**config.mk**
```make
export PLATFORM = sky130hd
export DESIGN_NAME = wtr_regfile
export DESIGN_NICKNAME = d
export VERILOG_FILES = /design/src/rtl/wtr_regfile.sv
export SDC_FILE = /design/constraint.sdc
export NUM_CORES = 1
export LEC_CHECK = 0
export CORE_MARGIN = 5
export CORE_UTILIZATION = 25
export CTS_CLUSTER_SIZE = 10
export DETAILED_ROUTE_END_ITERATION = 8
export DONT_BUFFER_PORTS = 1
export HOLD_SLACK_MARGIN = 0.05
export PLACE_DENSITY = 0.46
export SYNTH_ARGS = -nofsm -noshare
export SYNTH_HDL_FRONTEND = slang
export SYNTH_SLANG_ARGS = --single-unit
```
**constraint.sdc**
```tcl
create_clock -name clock -period 6.55 [get_ports clock]
set_clock_uncertainty 0.2 [all_clocks]
set_input_delay 0.655 -clock clock [delete_from_list [all_inputs] [get_ports clock]]
set_output_delay 0.655 -clock clock [all_outputs]
set_load 0.005 [all_outputs]
```
**src/rtl/wtr_regfile.sv**
```systemverilog
// Register file with a one-entry write pipeline, one-hot commit strobe and registered read port.
// Latency: write accepted in cycle N is visible in wtr_dec/contents in N+2; reads have one cycle latency.
// Backpressure: wtr_ready drops only while an entry is pending and wtr_hold freezes the commit stage.
// Optional saturating drop counter on err_cnt is enabled by defining WTR_ERR_CNT_EN.
module wtr_regfile #(
    parameter int NUM_REGS = 15,
    parameter int DATA_W   = 16,
    parameter int SEL_W    = 8,
    parameter int COREID   = 0
) (
    input  logic                clock,
    input  logic                reset,
    input  logic                wtr_valid,
    output logic                wtr_ready,
    input  logic [SEL_W-1:0]    wtr_sel,
    input  logic [DATA_W-1:0]   wtr_data,
    input  logic                wtr_hold,
    output logic [NUM_REGS-1:0] wtr_dec,
    input  logic [SEL_W-1:0]    rd_sel,
    output logic [DATA_W-1:0]   rd_data,
    output logic                err,
    output logic [7:0]          err_cnt
);

    // The last select is the read-only CoreID register; it never holds a flop.
    localparam logic [SEL_W-1:0]  LP_CORE_SEL = SEL_W'(NUM_REGS);
    localparam logic [DATA_W-1:0] LP_COREID   = DATA_W'(COREID);

    logic                r_pend;
    logic [SEL_W-1:0]    r_psel;
    logic [DATA_W-1:0]   r_pdata;
    logic [DATA_W-1:0]   r_regs [1:NUM_REGS-1];
    logic [NUM_REGS-1:0] r_dec;
    logic                r_err;
    logic [DATA_W-1:0]   r_rd;

    logic                w_accept;
    logic                w_commit;
    logic                w_sel_ok;
    logic                w_wr_ok;
    logic [NUM_REGS-1:0] w_dec_nxt;
    logic [DATA_W-1:0]   w_rd_nxt;

    assign wtr_ready = !r_pend || !wtr_hold;
    assign w_accept  = wtr_valid && wtr_ready;
    assign w_commit  = r_pend && !wtr_hold;
    assign w_sel_ok  = (r_psel != '0) && (r_psel < LP_CORE_SEL);
    assign w_wr_ok   = w_commit && w_sel_ok;

    assign wtr_dec = r_dec;
    assign err     = r_err;
    assign rd_data = r_rd;

    // Pending stage: a new accept overrides the clear caused by a same-cycle commit.
    always_ff @(posedge clock) begin
        if (reset) begin
            r_pend  <= 1'b0;
            r_psel  <= '0;
            r_pdata <= '0;
        end else if (w_accept) begin
            r_pend  <= 1'b1;
            r_psel  <= wtr_sel;
            r_pdata <= wtr_data;
        end else if (w_commit) begin
            r_pend  <= 1'b0;
        end
    end

    // Register array: only in-range, writable selects are loaded on commit.
    always_ff @(posedge clock) begin
        if (reset) begin
            for (int i = 1; i < NUM_REGS; i++) begin
                r_regs[i] <= '0;
            end
        end else begin
            for (int i = 1; i < NUM_REGS; i++) begin
                if (w_wr_ok && (r_psel == SEL_W'(i))) begin
                    r_regs[i] <= r_pdata;
                end
            end
        end
    end

    // One-hot decode of the committing select; the CoreID bit can never be set.
    always_comb begin
        w_dec_nxt = '0;
        for (int i = 1; i < NUM_REGS; i++) begin
            w_dec_nxt[i-1] = w_wr_ok && (r_psel == SEL_W'(i));
        end
    end

    // Read mux with forwarding of a same-cycle commit; out-of-range selects read zero.
    always_comb begin
        w_rd_nxt = '0;
        for (int i = 1; i < NUM_REGS; i++) begin
            if (rd_sel == SEL_W'(i)) begin
                w_rd_nxt = r_regs[i];
            end
        end
        if (rd_sel == LP_CORE_SEL) begin
            w_rd_nxt = LP_COREID;
        end
        if (w_wr_ok && (r_psel == rd_sel)) begin
            w_rd_nxt = r_pdata;
        end
    end

    // Registered outputs: strobe, drop pulse and read data.
    always_ff @(posedge clock) begin
        if (reset) begin
            r_dec <= '0;
            r_err <= 1'b0;
            r_rd  <= '0;
        end else begin
            r_dec <= w_dec_nxt;
            r_err <= w_commit && !w_sel_ok;
            r_rd  <= w_rd_nxt;
        end
    end

`ifdef WTR_ERR_CNT_EN
    logic [7:0] r_err_cnt;

    // Drop counter advances together with the err pulse and sticks at 255.
    always_ff @(posedge clock) begin
        if (reset) begin
            r_err_cnt <= '0;
        end else if (w_commit && !w_sel_ok && (r_err_cnt != 8'hFF)) begin
            r_err_cnt <= r_err_cnt + 8'd1;
        end
    end

    assign err_cnt = r_err_cnt;
`else
    assign err_cnt = 8'd0;
`endif

endmodule
```
Word-level counts from Yosys, hierarchy flattened. Memory sizes are Yosys's and may differ from the RTL's. Index checks and enable logic that the tools add are counted.

Order comparisons: 1. Mux-type cells: 76. Reduce and logical (&&, ||, !) cells: 26. Equality and inequality tests: 30. Bitwise gates (word level): 14.

Operator list (number): two-way mux 16 bit (30); == test 8 x 4 -> 1 bit, second input constant (15); == test 8 x 3 -> 1 bit, second input constant (8); two-way mux 1 bit (46); == test 8 x 2 -> 1 bit, second input constant (4); logical AND 1 bit (20); == test 8 x 1 -> 1 bit, second input constant (2); OR 1 bit (14); == test 8 bit (1); less-than comparator 8 x 4 -> 1 bit, second input constant (1); nonzero test 8 bit (1); logical NOT 1 bit (3); nonzero test 2 bit (1); logical OR 1 bit (1).

Input bits: 36. Logic and storage cells: 155. Bits in writable memories: 224. Output and inout bits: 41. Memories kept: 1. Register bits after elaboration: 57.

Memories: r_regs (depth 14, width 16, read ports 14, clocked after memory_dff 0, wr ports 14, RTL line 32) `logic [DATA_W-1:0] r_regs [1:NUM_REGS-1];`.

Depth between registers and ports, before layout. Gate-level depths: netlist of run 1.

Depth after elaboration: 17. Mapped depth: 8. Mapped depth without buffers: 5.

Worst setup path after synthesis of run 1. OpenSTA, ideal clock, no wires.

Path kind: input-to-reg. Start point: input port wtr_hold. End point: register r_regs[0][192] (netlist name). Arrival time: 2.647 ns. Stages on the path: 4. Slack: 3.289 ns. Cells stage by stage: nand2b_1 -> nor4_4 -> nand3_2 -> o31ai_1.

RTL lines: start, declared (RTL line 17) `input logic wtr_hold,`.

Worst setup path in the final report of run 1.
Start point: register r_psel[0]. End point: register r_rd[6], in the netlist rd_data[6].

Cells in the longest elaborated chain, start to end: 5. Elaborated cells on any way between the ends: 7. Classes of those cells: 1 x order compare; 1 x eq/ne; 1 x mux; 4 x reduce/logical.

Ends and longest elaborated chain: start, declared (RTL line 30) `logic [SEL_W-1:0] r_psel;`; start signal, assigned (RTL line 62) `r_psel <= wtr_sel;`; less-than comparator 8 x 4 -> 1 bit or nonzero test 8 bit (tied branches) (RTL line 47) `assign w_sel_ok = (r_psel != '0) && (r_psel < LP_CORE_SEL);`; logical AND 1 bit (RTL line 47); logical AND 1 bit (RTL line 48) `assign w_wr_ok = w_commit && w_sel_ok;`; logical AND 1 bit * (RTL line 103) `if (w_wr_ok && (r_psel == rd_sel)) begin`; two-way mux 16 bit * (RTL line 103); end signal, assigned (RTL line 117) `r_rd <= w_rd_nxt;`; end, declared (RTL line 35) `logic [DATA_W-1:0] r_rd;`.

Every way passes the cells marked *; elsewhere a longest branch is shown, timed or not. A chain may end at the register's enable or synchronous reset.

==> results of run 1 <==
## worst register-to-register path, stage by stage, from the launching register on
cell and delay [ps]:
dfxtp_1 660, xor2_1 170, nor4_1 580, and3_1 720, a221oi_1 230, a221oi_1 390
## power breakdown
group	total, mW	internal [mW]	switching (mW)
Combinational	0.193	0.0700	0.123
Sequential	2.02	1.97	0.0515
Clock	1.76	1.03	0.731
Total	3.98	3.07	0.906
## area by class of cell
type	instances	area, um2	area share, %
Antenna cell	1	2.50	0.0171
Clock buffer	56	985	6.73
Clock inverter	6	50.0	0.342
Inverter	5	18.8	0.128
Multi-Input combinational cell	698	4610	31.5
Sequential cell	280	7850	53.6
Tap cell	680	851	5.81
Timing Repair Buffer	33	275	1.88
## worst paths after layout
check                                  from  depth (start not counted)    endpoint
worst min register to register    r_psel[5]                          2   r_psel[5]
worst max register to register    r_psel[0]                          5  rd_data[6]
worst max-delay path              r_psel[0]                          5  rd_data[6]
worst min-delay path            wtr_data[9]                          2  r_pdata[9]
## flip-flops by register name (all words and copies together) (netlist names)
register / flops
rd_data: 16
r_pdata: 16
r_regs: 224
err: 1
r_pend: 1
r_psel: 8
wtr_dec: 14
## layout by cell type (no fill, tap or decap), drive strengths merged, types with 4 or more instances in the layout
master / synthesis / final
conb: 1 / 9
nand2: 84 / 84
o21ai: 34 / 34
edfxtp: 224 / 224
dfxtp: 56 / 56
buf: 58 / 27
a32o: 4 / 4
nand3: 20 / 20
xor2: 8 / 8
or4: 6 / 6
clkinv: 3 / 9
mux4: 11 / 11
a211oi: 9 / 9
o22ai: 11 / 11
nand4: 5 / 5
nor2: 26 / 26
dlygate4sd3: 0 / 6
o2bb2ai: 4 / 4
o221ai: 8 / 8
o31ai: 5 / 5
and2: 227 / 227
mux2i: 16 / 16
nor4: 12 / 12
a211o: 8 / 8
nand2b: 22 / 22
nand3b: 6 / 6
a221oi: 17 / 17
o32ai: 4 / 4
nor2b: 13 / 13
clkbuf: 37 / 56
mux2: 15 / 15
a21o: 5 / 5
a21oi: 50 / 50
nor3: 24 / 24
a22oi: 11 / 11
## kinds of logic after synthesis
family / Yosys count / synth area share, %
and+or+nand+nor: 452 / 20.2
DFF: 280 / 61.2
AOI/OAI and AO/OA: 187 / 9.89
buffers and inverters: 100 / 3.64
muxes: 42 / 4.50
xor gates and xnor gates: 8 / 0.547
other: 1 / 0.0292
## through the flow
| step | util (%) | power [mW] |
|---|---|---|
| floorplan | - | 2.19 |
| global placement | 26.5 | 2.25 |
| detailed placement | 26.5 | 2.25 |
| CTS | 28.6 | 4.03 |
| global route | 28.6 | 4.12 |
| finish | 28.6 | 3.98 |
## metal layers
| layer | routed length [um] | GRT usage [%] | vias to the layer above |
|---|---|---|---|
| met3 | 1720 | 1.85 | 59 |
| met4 | 1100 | 4.13 | 0 |
| met1 | 17900 | 19.3 | 4306 |
| met5 | 0 | 0 | - |
| li1 | - | - | 3866 |
| met2 | 19400 | 23.1 | 210 |
## repair_timing
action | in CTS | in global routing
hold buffers | 7 | 0
endpoints found under the hold margin | 33 | 0
resized for setup | 0 | 0
endpoints found under the setup margin | 0 | 0
==> reports/qor.txt, run 1 <==
Rel. slew slack: 25.5%
gr ovfl total: 0
vias per inst: 4.80
largest net degree at the start of global routing: 107
# Post-CTS Setup Buffers: 0
cells after synthesis: 1070
fin nets: 1089
Syn-to-layout area delta: 14.2%
TritonCTS clock tree: done
fin crit period: 3080 ps
Worst setup SP type: flip-flop
Max Slew Vio Count: 0
sequential share of the synthesized area: 61.2%
Core ar.: 0.0511 mm2
clk sinks: 280
Worst-path clk slew: 60 ps
fillers: 5283
WL final: 40100 um
gr usage total: 14.0%
Yosys warning total: 0
CTS buffer count: 35
row cnt: 83
Initial DRC Count: 681
Placed Area: 0.0135 mm2
Worst-Margin Slew: 1120 ps
Cell Chain, Critical Path: xor2_1 -> nor4_1 -> and3_1 -> a221oi_1 -> a221oi_1
Final Hold Viols: 0
drt wl/cell: 22.8 um
Die W: 236 um
Clock Tree Root: clkbuf_16
setup slack after placement: 3410 ps
1st-pass router iterations: 5
highest clock rate: 325 MHz
max incr delay on CP: 720 ps
period utilisation layout: 47.0%
FF+latch count, synth: 280
die area: 0.0559 mm2
post-route ant nets: 0
RSZ-0062 raised after global routing: false
synth unique cells: 63
FF-to-FF setup slack: 3470 ps
Buffers on Ports: 0
critical path peak fanout: 12
DRC errors left: 0
Finished Layout Cells: 1759
first-pass GRT wire length: 59200 um
Max VDD drop: 0.000156 V
CP Data Arrival Time: 3270 ps
post-synth top area share: 52.5%
total number of vias: 8441
H-tree levels: 2
Final setup viols: 0
placed cells: 1689
Mapped Area: 0.0128 mm2
DP HPWL: 25700 um
area leader, netlist: edfxtp_1
Max Cap Viol: 0
initial antenna violation count: 0
Max clock buf depth: 3
WP data required: 6740 ps
Mapped Avg Cell Area: 12.0 um2
top-count cell post-synth: and2_1
RD Place Congestion: 0.794
I/O pin count: 77
Initial Util: 25.1%
largest cells by area after synthesis: edfxtp_1 52%, and2_1 11%, dfxtp_1 8.7%
Hold WS: 76.9 ps
number of synthesized flops with an enable pin: 224
power density cells: 272 mW/mm2
ys flop type: edfxtp_1
Worst-Skew Late Latency: 530 ps
CP Class: flip-flop to flip-flop
Async S/R FF share, synth: 0%
Chip Height: 236 um
setup tns final: 0 ps
hold crit path type: primary input to flip-flop
cell family with most CP delay: simple AND/OR/NAND/NOR gates
Synth top cells by count: 227 x and2_1, 224 x edfxtp_1, 83 x nand2_1, 56 x dfxtp_1, 50 x a21oi_1
share of cells above drive strength 1: 11.4%
Crit-path slowest cell: and3_1
status: complete, no violations
most frequent CP cell: a221oi_1
Post-Layout Inst Area: 0.0146 mm2
Setup WS post-layout: 3470 ps
critical path endpoint category: flip-flop
Buf/Inv on CP: 0
Pleak: 5.03 nW
number of global-route vias before repair: 8445
(Power assumes the default switching activity.)
==> inputs of run 2 (changes only) <==
ABC_AREA = 1   (was unset)
clock period = 3.2 ns   (was 6.55 ns; I/O delays follow)
==> run 2 against run 1 <==
Effect of this change:
- cell area is 0.63% lower
- sequential share of layout area up 0.34 points
- worst setup slack got worse by 3200 ps
- utilization is 1.2 points higher
- total power increased by 110%
- final cell count is 17% higher
- non-clock buffer count grew 45
- flip-flop and latch count unchanged
- highest routed layer unchanged
==> reports/qor.txt, run 2 <==
ANT cells: 0 (was 1)
cells after synthesis: 1319 (was 1070)
max reg flops: 224 (unchanged)
fin nets: 1406 (was 1089)
Initial DRC Count: 856 (was 681)
most frequent CP cell: dlygate4sd3_1 (was a221oi_1)
largest net degree at the start of global routing: 41 (was 107)
number of global-route vias before repair: 9228 (was 8445)
1st-pass router iterations: 5 (unchanged)
setup slack after placement: 333 ps (was 3410 ps)
gr usage total: 15.0% (was 14.0%)
number of synthesized flops with an enable pin: 224 (unchanged)
area leader, netlist: edfxtp_1 (unchanged)
Worst-path clk slew: 50 ps (was 60 ps)
hold crit path type: primary input to flip-flop (unchanged)
synth unique cells: 32 (was 63)
post-synth top area share: 54.9% (was 52.5%)
Die W: 231 um (was 236 um)
Clock Tree Root: clkbuf_16 (unchanged)
I/O pin count: 77 (unchanged)
DP HPWL: 27600 um (was 25700 um)
Max Slew Vio Count: 0 (unchanged)
ys flop type: edfxtp_1 (unchanged)
PostCTS Resize Cnt: 0 (unchanged)
Max VDD drop: 0.000276 V (was 0.000156 V)
WP data required: 3470 ps (was 6740 ps)
fin crit period: 2960 ps
max incr delay on CP: 630 ps (was 720 ps)
row cnt: 81 (was 83)
setup tns final: 0 ps (unchanged)
Core ar.: 0.0487 mm2 (was 0.0511 mm2)
TritonCTS clock tree: done (unchanged)
post-route ant nets: 0 (unchanged)
Worst-Skew Late Latency: 530 ps (about the same)
H-tree levels: 2 (unchanged)
commonest non-fill, non-tap cell in the layout: nor2_1 (was and2_1)
WL final: 41400 um (was 40100 um)
total number of vias: 9258 (was 8441)
Buffers on Ports: 0 (unchanged)
Max Cap Viol: 0 (unchanged)
Final setup viols: 0 (unchanged)
DRC errors left: 0 (unchanged)
Max clock buf depth: 3 (unchanged)
Final Hold Viols: 0 (unchanged)
first-pass GRT wire length: 60400 um (was 59200 um)
Mapped Avg Cell Area: 9.30 um2 (was 12.0 um2)
Hold WS: 184 ps (was 76.9 ps)
Worst setup SP type: primary input (was flip-flop)
sequential share of the synthesized area: 64.0% (was 61.2%)
die area: 0.0536 mm2 (was 0.0559 mm2)
Rel. slew slack: 28.4% (was 25.5%)
largest register by flop count: r_regs (unchanged)
Synth top cells by count: 341 x nor2_1, 231 x nand2_1, 224 x edfxtp_1, 120 x inv_1, 100 x nand3_1 (was 227 x and2_1, 224 x edfxtp_1, 83 x nand2_1, 56 x dfxtp_1, 50 x a21oi_1)
largest cells by area after synthesis: edfxtp_1 55%, nor2_1 10%, dfxtp_1 9.1% (was edfxtp_1 52%, and2_1 11%, dfxtp_1 8.7%)
Setup WS post-layout: 236 ps (was 3470 ps)
CP Class: primary input to flip-flop (was flip-flop to flip-flop)
Mapped Area: 0.0123 mm2 (was 0.0128 mm2)
initial antenna violation count: 2 (was 0)
Async S/R FF share, synth: 0% (unchanged)
Cell Chain, Critical Path: dlygate4sd3_1 -> inv_1 -> buf_4 -> o21ai_0 -> dlygate4sd3_1 -> nor2_1 -> dlygate4sd3_1 (was xor2_1 -> nor4_1 -> and3_1 -> a221oi_1 -> a221oi_1)
Pleak: 5.41 nW (was 5.03 nW)
Crit-path slowest cell: dlygate4sd3_1 (was and3_1)
Initial Util: 25.2% (was 25.1%)
drt wl/cell: 20.1 um (was 22.8 um)
critical path endpoint category: flip-flop (unchanged)
vias per inst: 4.49 (was 4.80)
FF+latch count, synth: 280 (unchanged)
CP Data Arrival Time: 3230 ps (was 3270 ps)
critical path peak fanout: 26 (was 12)
Yosys warning total: 0 (unchanged)
Chip Height: 231 um (was 236 um)
clk sinks: 280 (unchanged)
share of cells above drive strength 1: 8.31% (was 11.4%)
RSZ-0062 raised after global routing: false (unchanged)
period utilisation layout: 92.6%
RD Place Congestion: 0.817 (was 0.794)
power density cells: 565 mW/mm2 (was 272 mW/mm2)
CTS buffer count: 34 (was 35)
Worst-Margin Slew: 1070 ps (was 1120 ps)
Syn-to-layout area delta: 18.6% (was 14.2%)
status: complete, no violations (unchanged)
highest clock rate: 337 MHz
gr ovfl total: 0 (unchanged)
most frequent cells in the layout: 341 x nor2_1, 231 x nand2_1, 224 x edfxtp_1 (was 227 x and2_1, 224 x edfxtp_1, 83 x nand2_1)
top-count cell post-synth: nor2_1 (was and2_1)
-- run 2: cell types whose count changed after synthesis, sizes merged, moves of 13 or more --
| cell | previous run | this run |
|---|---|---|
| mux2 | 15 | 0 |
| nand4 | 5 | 24 |
| clkbuf | 37 | 50 |
| a221oi | 17 | 0 |
| nor2 | 26 | 344 |
| nand3 | 20 | 100 |
| buf | 58 | 21 |
| nor2b | 13 | 0 |
| and2 | 227 | 1 |
| mux2i | 16 | 0 |
| inv | 2 | 134 |
| nand2 | 84 | 233 |
| nand2b | 22 | 0 |
-- run 2: what timing repair did --
item | in CTS | in global routing
hold endpoints to repair | 56 | 0
hold buffers | 37 | 0
buffers inserted | 0 | 0
endpoints found under the setup margin | 0 | 0
-- run 2: kinds of logic after synthesis --
logic type                after synthesis  synth area share (%)
other                                   1                0.0306
xor gates and xnor gates                5                 0.357
DFF                                   280                  64.0
and+or+nand+nor                       737                  25.2
buffers and inverters                 208                  6.76
AOI/OAI and AO/OA                      88                  3.69
-- run 2: worst max-delay path: cells and delay by family --
kind / cells / cell delay, ps
AOI/OAI and AO/OA: 1 / 200
buffers and inverters: 5 / 2620
and+or+nand+nor: 1 / 90
-- run 2: area by class of cell --
cell class | instances | area, um2
clock buffer | 61 | 1020
clock inverter | 1 | 8.76
fill | 5114 | 34200
inverter | 137 | 514
multi-input combinational | 839 | 3630
sequential | 280 | 7850
tap | 664 | 831
timing repair buffer | 78 | 701
-- run 2: worst paths after layout --
kind                   start     endpoint  slack [ps]  depth (start not counted)
setup / recovery       reset    r_psel[7]         240                          7
hold / removal     rd_sel[7]   rd_data[1]         180                          6
setup reg to reg   r_psel[3]  rd_data[15]         330                         10
hold reg to reg   r_pdata[6]   rd_data[6]         270                          2
-- run 2: where the power goes --
group	internal (mW)	leakage (nW)	switching (mW)	total, mW
logic	0.104	2.15	0.347	0.451
registers	4.04	2.78	0.0519	4.09
clock network	2.14	0.489	1.53	3.67
total	6.29	5.41	1.92	8.21
-- run 2: per-stage QoR --
stage / total power, mW / utilization [%] / instance area [um2] / instances
global route: 8.46 / 29.8 / 14500 / 2060
CTS: 8.26 / 29.8 / 14500 / 2060
detailed placement: 4.57 / 27.0 / 13100 / 1961
floorplan: 4.39 / - / 12300 / 1327
global placement: 4.57 / 27.0 / 13100 / 1961
finish: 8.21 / 29.8 / 14500 / 2060
-- run 2: per-layer routing --
layer / track usage, % / part of all wire [%] / vias up
li1: - / - / 4391
met1: 20.4 / 45 / 4595
met2: 25.0 / 48 / 215
met3: 2.76 / 4.7 / 57
met4: 3.58 / 2.1 / 0
met5: 0 / 0 / -
==> inputs of run 3 (changes only) <==
CTS_BUF_LIST = sky130_fd_sc_hd__clkbuf_2   (was unset)
==> run 3 against run 2 <==
Effect of this change:
- non-clock buffer count grew 62
- largest cell class unchanged
- cell area grew 1.8%
- global-route usage grew 0.73 points
- worst setup slack lost 130 ps
- clock power shrank 31%
- sequential power is essentially flat
- flip-flop and latch count is the same
- critical path depth grew 2
- fmax shrank 4.2%
==> reports/qor.txt, run 3 (synthesis results as in run 2) <==
Rel. slew slack: 27.4% (was 28.4%)
RD Place Congestion: 0.817 (unchanged)
WP data required: 3860 ps (was 3470 ps)
Syn-to-layout area delta: 20.7% (was 18.6%)
Die W: 231 um (unchanged)
Buf/Inv on CP: 7 (was 5)
Worst-path clk slew: 100 ps (was 50 ps)
Max VDD drop: 0.000206 V (was 0.000276 V)
commonest non-fill, non-tap cell in the layout: nor2_1 (unchanged)
number of global-route vias before repair: 9916 (was 9228)
row cnt: 81 (unchanged)
Initial DRC Count: 766 (was 856)
Clock Tree Root: clkbuf_2 (was clkbuf_16)
Core ar.: 0.0487 mm2 (unchanged)
period utilisation layout: 96.7% (was 92.6%)
clk sinks: 280 (unchanged)
1st-pass router iterations: 5 (unchanged)
DP HPWL: 27600 um (unchanged)
drt wl/cell: 19.5 um (was 20.1 um)
total number of vias: 9836 (was 9258)
first-pass GRT wire length: 63300 um (was 60400 um)
fillers: 5157 (was 5114)
WL final: 42800 um (was 41400 um)
Worst setup SP type: primary input (unchanged)
gr usage total: 15.7% (was 15.0%)
TritonCTS clock tree: done (unchanged)
die area: 0.0536 mm2 (unchanged)
fin crit period: 3090 ps (was 2960 ps)
most frequent CP cell: dlygate4sd3_1 (unchanged)
largest register by flop count: r_regs (unchanged)
Initial Util: 25.2% (unchanged)
CP Data Arrival Time: 3750 ps (was 3230 ps)
Cell Chain, Critical Path: dlygate4sd3_1 -> dlygate4sd3_1 -> buf_12 -> clkinvlp_4 -> buf_4 -> o21ai_0 -> dlygate4sd3_1 -> nor2_1 -> dlygate4sd3_1 (was dlygate4sd3_1 -> inv_1 -> buf_4 -> o21ai_0 -> dlygate4sd3_1 -> nor2_1 -> dlygate4sd3_1)
Pleak: 5.69 nW (was 5.41 nW)
max reg flops: 224 (unchanged)
Final setup viols: 0 (unchanged)
Hold WS: 200 ps (was 184 ps)
# Post-CTS Setup Buffers: 0 (unchanged)
cell family with most CP delay: buffers and inverters (unchanged)
highest clock rate: 323 MHz (was 337 MHz)
critical path endpoint category: flip-flop (unchanged)
vias per inst: 4.49 (about the same)
Final Hold Viols: 0 (unchanged)
H-tree levels: 3 (was 2)
Max clock buf depth: 3 (unchanged)
Worst-Skew Late Latency: 970 ps (was 530 ps)
gr ovfl total: 0 (unchanged)
post-route ant nets: 0 (unchanged)
Max Slew Vio Count: 0 (unchanged)
initial antenna violation count: 1 (was 2)
CP Class: primary input to flip-flop (unchanged)
most frequent cells in the layout: 341 x nor2_1, 230 x nand2_1, 224 x edfxtp_1 (was 341 x nor2_1, 231 x nand2_1, 224 x edfxtp_1)
Crit-path slowest cell: dlygate4sd3_1 (unchanged)
critical path peak fanout: 26 (unchanged)
hold crit path type: primary input to flip-flop (unchanged)
RSZ-0062 raised after global routing: false (unchanged)
largest net degree at the start of global routing: 41 (unchanged)
CTS buffer count: 72 (was 34)
I/O pin count: 77 (unchanged)
DRC errors left: 0 (unchanged)
status: complete, no violations (unchanged)
max incr delay on CP: 640 ps (was 630 ps)
setup tns final: 0 ps (unchanged)
fin nets: 1506 (was 1406)
Worst-Margin Slew: 1090 ps (was 1070 ps)
power density cells: 482 mW/mm2 (was 565 mW/mm2)
Chip Height: 231 um (unchanged)
share of cells above drive strength 1: 12.6% (was 8.31%)
Buffers on Ports: 0 (unchanged)
Max Cap Viol: 0 (unchanged)
==> run 3: layout make-up <==
class	count	area, um2	area share, %
Clock inverter	25	121	0.820
Tap cell	664	831	5.61
Multi-Input combinational cell	839	3630	24.5
Timing Repair Buffer	140	1330	8.95
Sequential cell	280	7850	53.0
Clock buffer	105	526	3.55
Inverter	137	518	3.50
Antenna cell	2	5.00	0.0338
==> run 3: per-layer routing <==
metal | track usage [%] | wire (um)
met1 | 20.7 | 18900
met3 | 3.96 | 2480
met5 | 0 | 0
met2 | 25.9 | 20500
met4 | 4.33 | 1000
==> run 3: power by group <==
part           internal, mW  leakage, nW  total (mW)  switching [mW]
combinational         0.165         2.42       0.533           0.368
sequential             4.03         2.78        4.09          0.0537
clock                 0.958        0.496        2.52            1.56
total                  5.16         5.69        7.14            1.98
==> run 3: path summary, 6_finish.rpt <==
| path | from | endpoint | slack [ps] | cells past startpoint |
|---|---|---|---|---|
| worst max-delay path | reset | r_psel[4] | 110 | 9 |
| worst min-delay path | rd_sel[6] | rd_data[14] | 200 | 9 |
| worst max register to register | r_psel[5] | rd_data[10] | 150 | 11 |
| worst min register to register | r_pdata[9] | rd_data[9] | 260 | 2 |
==> run 3: stage by stage <==
stage | util [%] | std cells | cell area, um2 | power [mW] | setup slack (ps)
finish | 30.4 | 2192 | 14800 | 7.14 | 106
global route | 30.4 | 2190 | 14800 | 7.44 | 16.3
CTS | 30.3 | 2190 | 14800 | 7.20 | 115
detailed placement | 27.0 | 1961 | 13100 | 4.57 | 333
global placement | 27.0 | 1961 | 13100 | 4.57 | 304
floorplan | - | 1327 | 12300 | 4.39 | 79.4
==> run 3: tightest hold or removal path: stages <==
cell and delay, ps:
nor2_1 30, nand2_1 180, buf_4 210, nor3_1 60, buf_4 180, nand2_1 70
nand3_1 80, nand2_1 70, a21oi_1 60
==> run 3: timing repair <==
item	in CTS	in global routing
resized for setup	0	7
hold buffers	99	0
setup endpoints to repair	0	15
hold endpoints to repair	504	0
